--- src/rtl/uart_pkg.sv ---
// Shared types and constants for the configurable UART receiver.
// Frame-format struct is latched once per frame at start-bit detection.
package uart_pkg;

  typedef enum logic [2:0] {
    IDLE,
    START,
    DATA,
    PARITY,
    STOP,
    DONE,
    BRK_WAIT
  } state_t;

  typedef struct packed {
    logic [1:0] data_len;
    logic       par_en;
    logic       par_typ;
    logic       stop2;
  } cfg_t;

  localparam int MIN_DATA_BITS = 5;
  // Majority taps sit at P/2-SMP_PRE, P/2, P/2+SMP_POST within a bit
  localparam int SMP_PRE  = 1;
  localparam int SMP_POST = 1;

endpackage

--- src/rtl/uart_rx_sampler.sv ---
// Per-bit edge counter with 3-tap majority vote; strobe fires on the last tap cycle.
// Latency: bit_stb is combinational at edge P/2+1; no backpressure, free-running while !arm.
module uart_rx_sampler
  import uart_pkg::*;
#(
  parameter int PRESC_W = 6
) (
  input  logic               clk,
  input  logic               rst,
  input  logic               rx_s,
  input  logic               arm,
  input  logic [PRESC_W-1:0] prescale,
  output logic               bit_val,
  output logic               bit_stb
);

  logic [PRESC_W-1:0] cnt;
  logic [PRESC_W-1:0] half;
  logic [PRESC_W-1:0] smp_a;
  logic [PRESC_W-1:0] smp_c;
  logic               s_a;
  logic               s_b;

  assign half  = prescale >> 1;
  assign smp_a = half - PRESC_W'(SMP_PRE);
  assign smp_c = half + PRESC_W'(SMP_POST);

  // While armed the start edge is cycle 0 of the bit, so the first counted cycle is 1
  always_ff @(posedge clk) begin
    if (rst) begin
      cnt <= '0;
      s_a <= 1'b0;
      s_b <= 1'b0;
    end else begin
      if (arm) begin
        cnt <= PRESC_W'(1);
      end else if (cnt == prescale - PRESC_W'(1)) begin
        cnt <= '0;
      end else begin
        cnt <= cnt + PRESC_W'(1);
      end
      if (!arm && cnt == smp_a) s_a <= rx_s;
      if (!arm && cnt == half)  s_b <= rx_s;
    end
  end

  assign bit_stb = !arm && (cnt == smp_c);
  assign bit_val = (s_a & s_b) | (s_a & rx_s) | (s_b & rx_s);

endmodule

--- src/rtl/uart_rx_cfg.sv ---
// UART receiver with run-time frame format, majority sampling and break detection.
// Flags/P_DATA register one cycle after DONE; no backpressure, each frame yields one pulse.
module uart_rx_cfg
  import uart_pkg::*;
#(
  parameter int DATA_W  = 8,
  parameter int PRESC_W = 6,
  parameter int SYNC_ST = 2
) (
  input  logic               CLK,
  input  logic               RST,
  input  logic               RX_IN,
  input  logic [PRESC_W-1:0] Prescale,
  input  logic [1:0]         DATA_LEN,
  input  logic               PAR_EN,
  input  logic               PAR_TYP,
  input  logic               STOP2,
  output logic [DATA_W-1:0]  P_DATA,
  output logic               Data_Valid,
  output logic               Parity_Error,
  output logic               Stop_Error,
  output logic               Break_Det
);

  logic [SYNC_ST-1:0] sync_q;
  logic               rx_s;
  state_t             state;
  state_t             state_n;
  cfg_t               cfg_in;
  cfg_t               cfg_q;
  logic [3:0]         bit_cnt;
  logic               stop_cnt;
  logic               any_one;
  logic               stop_bad;
  logic               par_bit;
  logic [DATA_W-1:0]  data_q;
  logic               arm;
  logic               bit_val;
  logic               bit_stb;
  logic               last_data;
  logic               par_err;
  logic               is_break;

  // Reset to idle-high so the synchroniser never fakes a start edge
  always_ff @(posedge CLK) begin
    if (RST) sync_q <= '1;
    else     sync_q <= {sync_q[SYNC_ST-2:0], RX_IN};
  end
  assign rx_s = sync_q[SYNC_ST-1];

  assign cfg_in    = '{data_len: DATA_LEN, par_en: PAR_EN, par_typ: PAR_TYP, stop2: STOP2};
  assign arm       = (state == IDLE) || (state == BRK_WAIT);
  assign last_data = (bit_cnt == 4'(MIN_DATA_BITS - 1) + 4'(cfg_q.data_len));
  assign is_break  = !any_one;
  assign par_err   = cfg_q.par_en && (par_bit != (^data_q ^ cfg_q.par_typ));

  uart_rx_sampler #(
    .PRESC_W (PRESC_W)
  ) u_sampler (
    .clk      (CLK),
    .rst      (RST),
    .rx_s     (rx_s),
    .arm      (arm),
    .prescale (Prescale),
    .bit_val  (bit_val),
    .bit_stb  (bit_stb)
  );

  always_ff @(posedge CLK) begin
    if (RST) state <= IDLE;
    else     state <= state_n;
  end

  always_comb begin
    state_n = state;
    case (state)
      IDLE:     if (!rx_s) state_n = START;
      START:    if (bit_stb) state_n = bit_val ? IDLE : DATA;
      DATA:     if (bit_stb && last_data) state_n = cfg_q.par_en ? PARITY : STOP;
      PARITY:   if (bit_stb) state_n = STOP;
      STOP:     if (bit_stb && !(cfg_q.stop2 && !stop_cnt)) state_n = DONE;
      DONE:     state_n = is_break ? BRK_WAIT : IDLE;
      BRK_WAIT: if (rx_s) state_n = IDLE;
      default:  state_n = IDLE;
    endcase
  end

  always_ff @(posedge CLK) begin
    if (RST) begin
      cfg_q        <= '0;
      bit_cnt      <= '0;
      stop_cnt     <= 1'b0;
      any_one      <= 1'b0;
      stop_bad     <= 1'b0;
      par_bit      <= 1'b0;
      data_q       <= '0;
      P_DATA       <= '0;
      Data_Valid   <= 1'b0;
      Parity_Error <= 1'b0;
      Stop_Error   <= 1'b0;
      Break_Det    <= 1'b0;
    end else begin
      Data_Valid   <= 1'b0;
      Parity_Error <= 1'b0;
      Stop_Error   <= 1'b0;
      Break_Det    <= 1'b0;
      case (state)
        IDLE: begin
          bit_cnt  <= '0;
          stop_cnt <= 1'b0;
          any_one  <= 1'b0;
          stop_bad <= 1'b0;
          par_bit  <= 1'b0;
          data_q   <= '0;
          if (!rx_s) cfg_q <= cfg_in;
        end
        DATA: if (bit_stb) begin
          for (int i = 0; i < DATA_W; i++) begin
            if (i == int'(bit_cnt)) data_q[i] <= bit_val;
          end
          bit_cnt <= bit_cnt + 4'd1;
          any_one <= any_one | bit_val;
        end
        PARITY: if (bit_stb) begin
          par_bit <= bit_val;
          any_one <= any_one | bit_val;
        end
        STOP: if (bit_stb) begin
          stop_cnt <= 1'b1;
          any_one  <= any_one | bit_val;
          if (!bit_val) stop_bad <= 1'b1;
        end
        DONE: begin
          // A break masks every other verdict for this frame
          Break_Det    <= is_break;
          Parity_Error <= !is_break && par_err;
          Stop_Error   <= !is_break && stop_bad;
          Data_Valid   <= !is_break && !par_err && !stop_bad;
          if (!is_break && !par_err && !stop_bad) P_DATA <= data_q;
        end
        default: ;
      endcase
    end
  end

endmodule

--- config.mk ---
export PLATFORM = sky130hd
export DESIGN_NAME = uart_rx_cfg
export DESIGN_NICKNAME = d
export VERILOG_FILES = /design/src/rtl/uart_pkg.sv /design/src/rtl/uart_rx_sampler.sv /design/src/rtl/uart_rx_cfg.sv
export SDC_FILE = /design/constraint.sdc
export NUM_CORES = 1
export LEC_CHECK = 0
export CORE_AREA = 3 3 76 78
export CTS_BUF_LIST = sky130_fd_sc_hd__clkbuf_2
export CTS_CLUSTER_DIAMETER = 80
export DETAILED_ROUTE_END_ITERATION = 6
export DIE_AREA = 0 0 79 81
export PLACE_DENSITY_LB_ADDON = 0.12
export SYNTH_ARGS = -nofsm -noshare
export SYNTH_HDL_FRONTEND = slang
export SYNTH_SLANG_ARGS = --single-unit
--- constraint.sdc ---
create_clock -name CLK -period 3.5 [get_ports CLK]
set_clock_uncertainty 0.2 [all_clocks]
set_input_delay 1.05 -clock CLK [delete_from_list [all_inputs] [get_ports CLK]]
set_output_delay 1.05 -clock CLK [all_outputs]
set_load 0.03 [all_outputs]
== After elaboration in Yosys (flattened, before gate mapping) ==
Index checks and enable logic that the tools add are counted.

* $add $sub $neg: 6
* Equal/unequal tests: 37
* Mux-type cells: 33
* Bitwise operators: 9
* Reduce and logical (&&, ||, !) cells: 44

{| class="wikitable"
|+ Operator list
! cell !! number
|-
| $ne 2x2->1 const B || 17
|-
| $reduce_and 3->1 || 9
|-
| $mux 3 || 8
|-
| $pmux 3 s7 || 1
|-
| $eq 6x6->1 || 3
|-
| $eq 4x4->1 const A || 4
|-
| $pmux 8 s2 || 1
|-
| $mux 1 || 15
|-
| $reduce_and 2->1 || 6
|-
| $logic_and 1x1->1 || 11
|-
| $eq 3x3->1 const B || 3
|-
| $eq 3x4->1 const A || 2
|-
| $mux 8 || 1
|-
| $pmux 1 s2 || 4
|-
| $pmux 4 s2 || 1
|-
| $reduce_bool 2->1 || 4
|-
| $reduce_xor 8->1 || 1
|-
| $add 5x1->6 const B || 1
|-
| $add 6x1->6 const B || 1
|-
| $eq 3x2->1 const B || 2
|-
| $eq 6x5->1 || 1
|-
| $logic_not 1->1 || 6
|-
| $reduce_and 6->1 || 1
|-
| $reduce_or 3->1 || 2
|-
| other kinds (19) || 24
|}

* Register bits after elaboration: 46
* Output and inout bits: 12
* Word-level logic and storage cells: 157

== Depth between registers and ports, before layout ==
* Depth in word-level cells: 8
* Depth in mapped cells: 10

== Hierarchy ==
A second synthesis with hierarchy kept.

* Cell total of the unflattened synthesis: 374
* Area, all modules: 3014.1 µm²

{| class="wikitable"
|+ Modules (own cells, without submodules)
! module !! times used !! cells an instance !! area each (µm²) !! seq. area each (µm²)
|-
| uart_rx_cfg || 1 || 273 || 2153.3 || 760.7
|-
| uart_rx_sampler || 1 || 101 || 860.8 || 160.2
|}

== Worst setup path after synthesis ==
OpenSTA, ideal clock, no wires.

* Path kind: input to register
* From: in Prescale[2]
* To: reg data_q[0]
* Data arrival time: 2.915 ns
* Setup slack: 0.257 ns
* Stages on the path: 10
* Path buffers: 2
* Path through: clkbuf_1 inv_1 ha_1 xnor2_1 nor2b_1 nand4_1 nor2_1 buf_2 nand4_1 mux2i_1

* Word-level cells in the longest chain between the ends: 5

{| class="wikitable"
|+ Ends and longest elaborated chain
! what !! line !! RTL
|-
| from (decl) || uart_rx_cfg.sv:13 || <nowiki>input logic [PRESC_W-1:0] Prescale,</nowiki>
|-
| $add 5x1->6 || uart_rx_sampler.sv:26 || <nowiki>assign smp_c = half + PRESC_W'(SMP_POST);</nowiki>
|-
| $eq 6x6->1 || uart_rx_sampler.sv:47 || <nowiki>assign bit_stb = !arm && (cnt == smp_c);</nowiki>
|-
| $logic_and 1x1->1 || uart_rx_sampler.sv:47 ||
|-
| $ne 2x2->1 (no line) || n/a ||
|-
| $reduce_and 3->1 (no line) || n/a ||
|-
| to (decl) || uart_rx_cfg.sv:36 || <nowiki>logic [DATA_W-1:0] data_q;</nowiki>
|}

Every way passes these cells.
A chain may end at the register's enable or synchronous reset.

== Worst setup path in the final report ==
* From: in Prescale[1]
* To: reg state[1]

* Word-level cells in the longest chain between the ends: 6

{| class="wikitable"
|+ Ends and longest elaborated chain
! what !! line !! RTL
|-
| $add 5x1->6 (*) || uart_rx_sampler.sv:26 ||
|-
| $eq 6x6->1 (*) || uart_rx_sampler.sv:47 ||
|-
| $logic_and 1x1->1 (*) || uart_rx_sampler.sv:47 ||
|-
| $logic_and 1x1->1 (on tied branches) || uart_rx_cfg.sv:81, uart_rx_cfg.sv:79 ||
|-
| $ne 2x2->1 (no line) || n/a ||
|-
| $reduce_and 6->1 (no line) (*) || n/a ||
|-
| to (signal assigned) || uart_rx_cfg.sv:71 || <nowiki>else state <= state_n;</nowiki>
|-
| to (decl) || uart_rx_cfg.sv:27 || <nowiki>state_t state;</nowiki>
|}

Mark *: on every way between the ends. The rest lies on a longest branch, timed or not.

==> flow_metrics.tcl <==
set metrics [dict create \
    outcome "completed" \
    cp.required_ns 3.63 \
    cap_violations 0 \
    io_pins 26 \
    finalCriticalPeriod_ns 3.14 \
    ctsResizeCount 0 \
    crit_type "in -> reg" \
    irDropWorstVdd_v 0.000257 \
    dr.first_iter.drc_count 93 \
    start_util 0.500 \
    synthTopCellsByCount "dfxtp_1, nor2_1, mux2i_1" \
    cellPowerDensity_nw_per_um2 314 \
    syn_area_per_cell_um2 8.57 \
    drt_wl_total_um 5410 \
    fp.dieArea_um2 6400 \
    drv_slew 0 \
    regToRegSetupSlack_ns 0.87 \
    fin_ws_ns 0.365 \
    post-dp-hpwl_um 4090 \
    stdcell_count 402 \
    yosysTopAreaCellShare 0.358 \
    syn_area_um2 2570 \
    cts.sinks 46 \
    start_kind "primary input" \
    antenna_found_initial 0 \
    core_um2 5140 \
    netlist_top_cells_area "dfxtp_1, mux2i_1, xnor2_1, nor2_1, xor2_1" \
    syn_inst 300 \
    vias 2141 \
    slew_headroom 0.429 \
    hold_end "sync_q[1]$_SDFF_PP1_" \
    hp-start "sync_q[0]$_SDFF_PP1_" \
    clock-root-buffer "clkbuf_2" \
    cp_data_arrival_time_ns 3.26 \
    p_seq_frac 0.567 \
    max_freq_ghz 0.319 \
    seq_area_frac_synth 0.358 \
    r2r_start "data_q[3]$_SDFFE_PP0P_" \
    rows 26 \
    pre_cts_ws_ns -0.117 \
    overflow 0 \
    via_per_inst 5.33 \
    ctsHoldBuffers 0 \
    final_layout_size_suffix_gt1_frac 0.102 \
    yosys_warnings 0 \
    track_usage 0.180 \
    period_share 0.896 \
    synth_cell_type_count 45 \
    power_frac_comb 0.121 \
    synthFlopType "dfxtp_1" \
    post-route-drc-count 0 \
    grt_pass1_vias 2035 \
    setup_tns_ns 0 \
    p_sw_frac 0.255 \
    async_flop_share 0 \
    placed_area_um2 2960 \
    post-cts-setup-buffer-count 0 \
    gp_congestion 0.849 \
    cts_buffers 5 \
    insertion_delay_ns 0.42 \
    cts_tree "yes" \
    multi_input_area_um2 1530 \
    grt_max_degree 16 \
    final-setup-viol-count 0 \
    hold_viol 0 \
    h-tree-depth 2 \
    synth.most_common_cell "dfxtp_1" \
    hp-class "reg -> reg" \
    leakage_uw 0.00116 \
    worstMarginPinSlew_ns 0.856 \
    yosys.area.top_type "dfxtp_1" \
    fin_nets 354 \
    worstRegToRegCells 6 \
    fillers 507 \
    synth_fp_nets 323 \
    die_h_um 81 \
    die_w_um 79 \
    crit_path_end_kind "register" \
    area_growth_pct 17.8 \
    drtAntennaViolNets 0 \
    min_path_cells 1 \
    dp.cells 394 \
    synth_seq_cells 46 \
    clk_pin_slew_worst_paths_ns 0.25 \
    synth_edf_count 0 \
    switching_power_uw 242 \
    wl_per_cell_um 13.5 \
    clk_path_buf_depth 2 \
    r2r_end "P_DATA[3]$_SDFFE_PP0P_" \
    grt_pass1_wl_um 9210 \
    rsz0062_at_grt "false" \
    stdcell_area_um2 3030 \
    antenna_cells 0 \
    final_core_utilization 0.589 \
    drt_first_pass_iters 4 \
    port_buffers 25 \
    clockPowerShare 0.312 \
    p_int_uw 709 \
    seqCellArea_um2 921 \
    worstPathMaxFanout 3 \
]
==> sequential cells by signal, summed over array words and instances, names as in the netlist, 2 cells and up <==
signal and count:
u_sampler.cnt 6, state 3, P_DATA 8, cfg_q 5
data_q 8, sync_q 2, bit_cnt 4
==> layout by cell type (no fill, tap or decap), drive strengths merged, types with 7 or more instances in the layout <==
cell,count
a21oi,8
buf,15
clkdlybuf4s50,25
dfxtp,46
ha,9
inv,15
mux2i,24
nand2,18
nand3,10
nand4,15
nor2,38
nor2b,7
nor3,10
o21ai,12
xnor2,18
xor2,14
==> how the worst max path moves through the flow <==
stage                startpoint                endpoint  slack, ns  cells after the start
finish              Prescale[1]   state[1]$_SDFFE_PP0P_       0.36                      8
global route        Prescale[2]   state[1]$_SDFFE_PP0P_       0.16                      8
CTS                 Prescale[1]   state[2]$_SDFFE_PP0P_       0.36                      8
detailed placement  Prescale[1]   state[2]$_SDFFE_PP0P_      -0.12                      8
global placement    Prescale[1]   state[2]$_SDFFE_PP0P_      -0.04                      8
floorplan           Prescale[2]  data_q[0]$_SDFFE_PP0P_       0.26                     10
==> logic make-up after synthesis <==
logic type | share of synthesized area
compound gates | 0.101
xor+xnor | 0.118
fa+ha+maj | 0.0477
buf+inv | 0.0448
flops | 0.358
mux | 0.102
simple gates | 0.228
==> layout make-up <==
class | count | share of cell area
well taps | 70 | 0.0289
flip-flops and latches | 46 | 0.304
repair buffers | 40 | 0.120
multi-input cells | 224 | 0.507
inverters | 14 | 0.0174
clock buffers | 5 | 0.00827
clock inverters | 3 | 0.0145
==> per-layer routing <==
metal	track usage	wire length, um	up-vias
met1	0.250	2650	985
met2	0.279	2440	47
met5	0	0	-
met3	0.0399	256	7
met4	0.0584	59	0
li1	-	-	1102
==> per-stage QoR <==
step	hold WS (ns)	power, uW
final	0.253	952
after global routing	0.264	1000
after CTS	0.256	964
after detailed placement	0.198	665
after global placement	0.191	662
after floorplan	0.189	618
==> worst max-delay path, stage by stage <==
cell	delay [ns]
clkdlybuf4s50_1	0.44
ha_1	0.23
and2_1	0.16
a211o_1	0.30
a31oi_1	0.23
a211oi_1	0.09
nor3_1	0.38
mux2_2	0.38
==> power groups by stage <==
stage / logic [uW] / registers [uW] / clock network, uW
after floorplan: 73.8 / 544 / 0
after global placement: 113 / 549 / 0
after detailed placement: 115 / 549 / 0
after CTS: 116 / 540 / 309
after global routing: 128 / 541 / 332
final: 115 / 539 / 297
No activity file was read; power rests on OpenSTA's default activity.
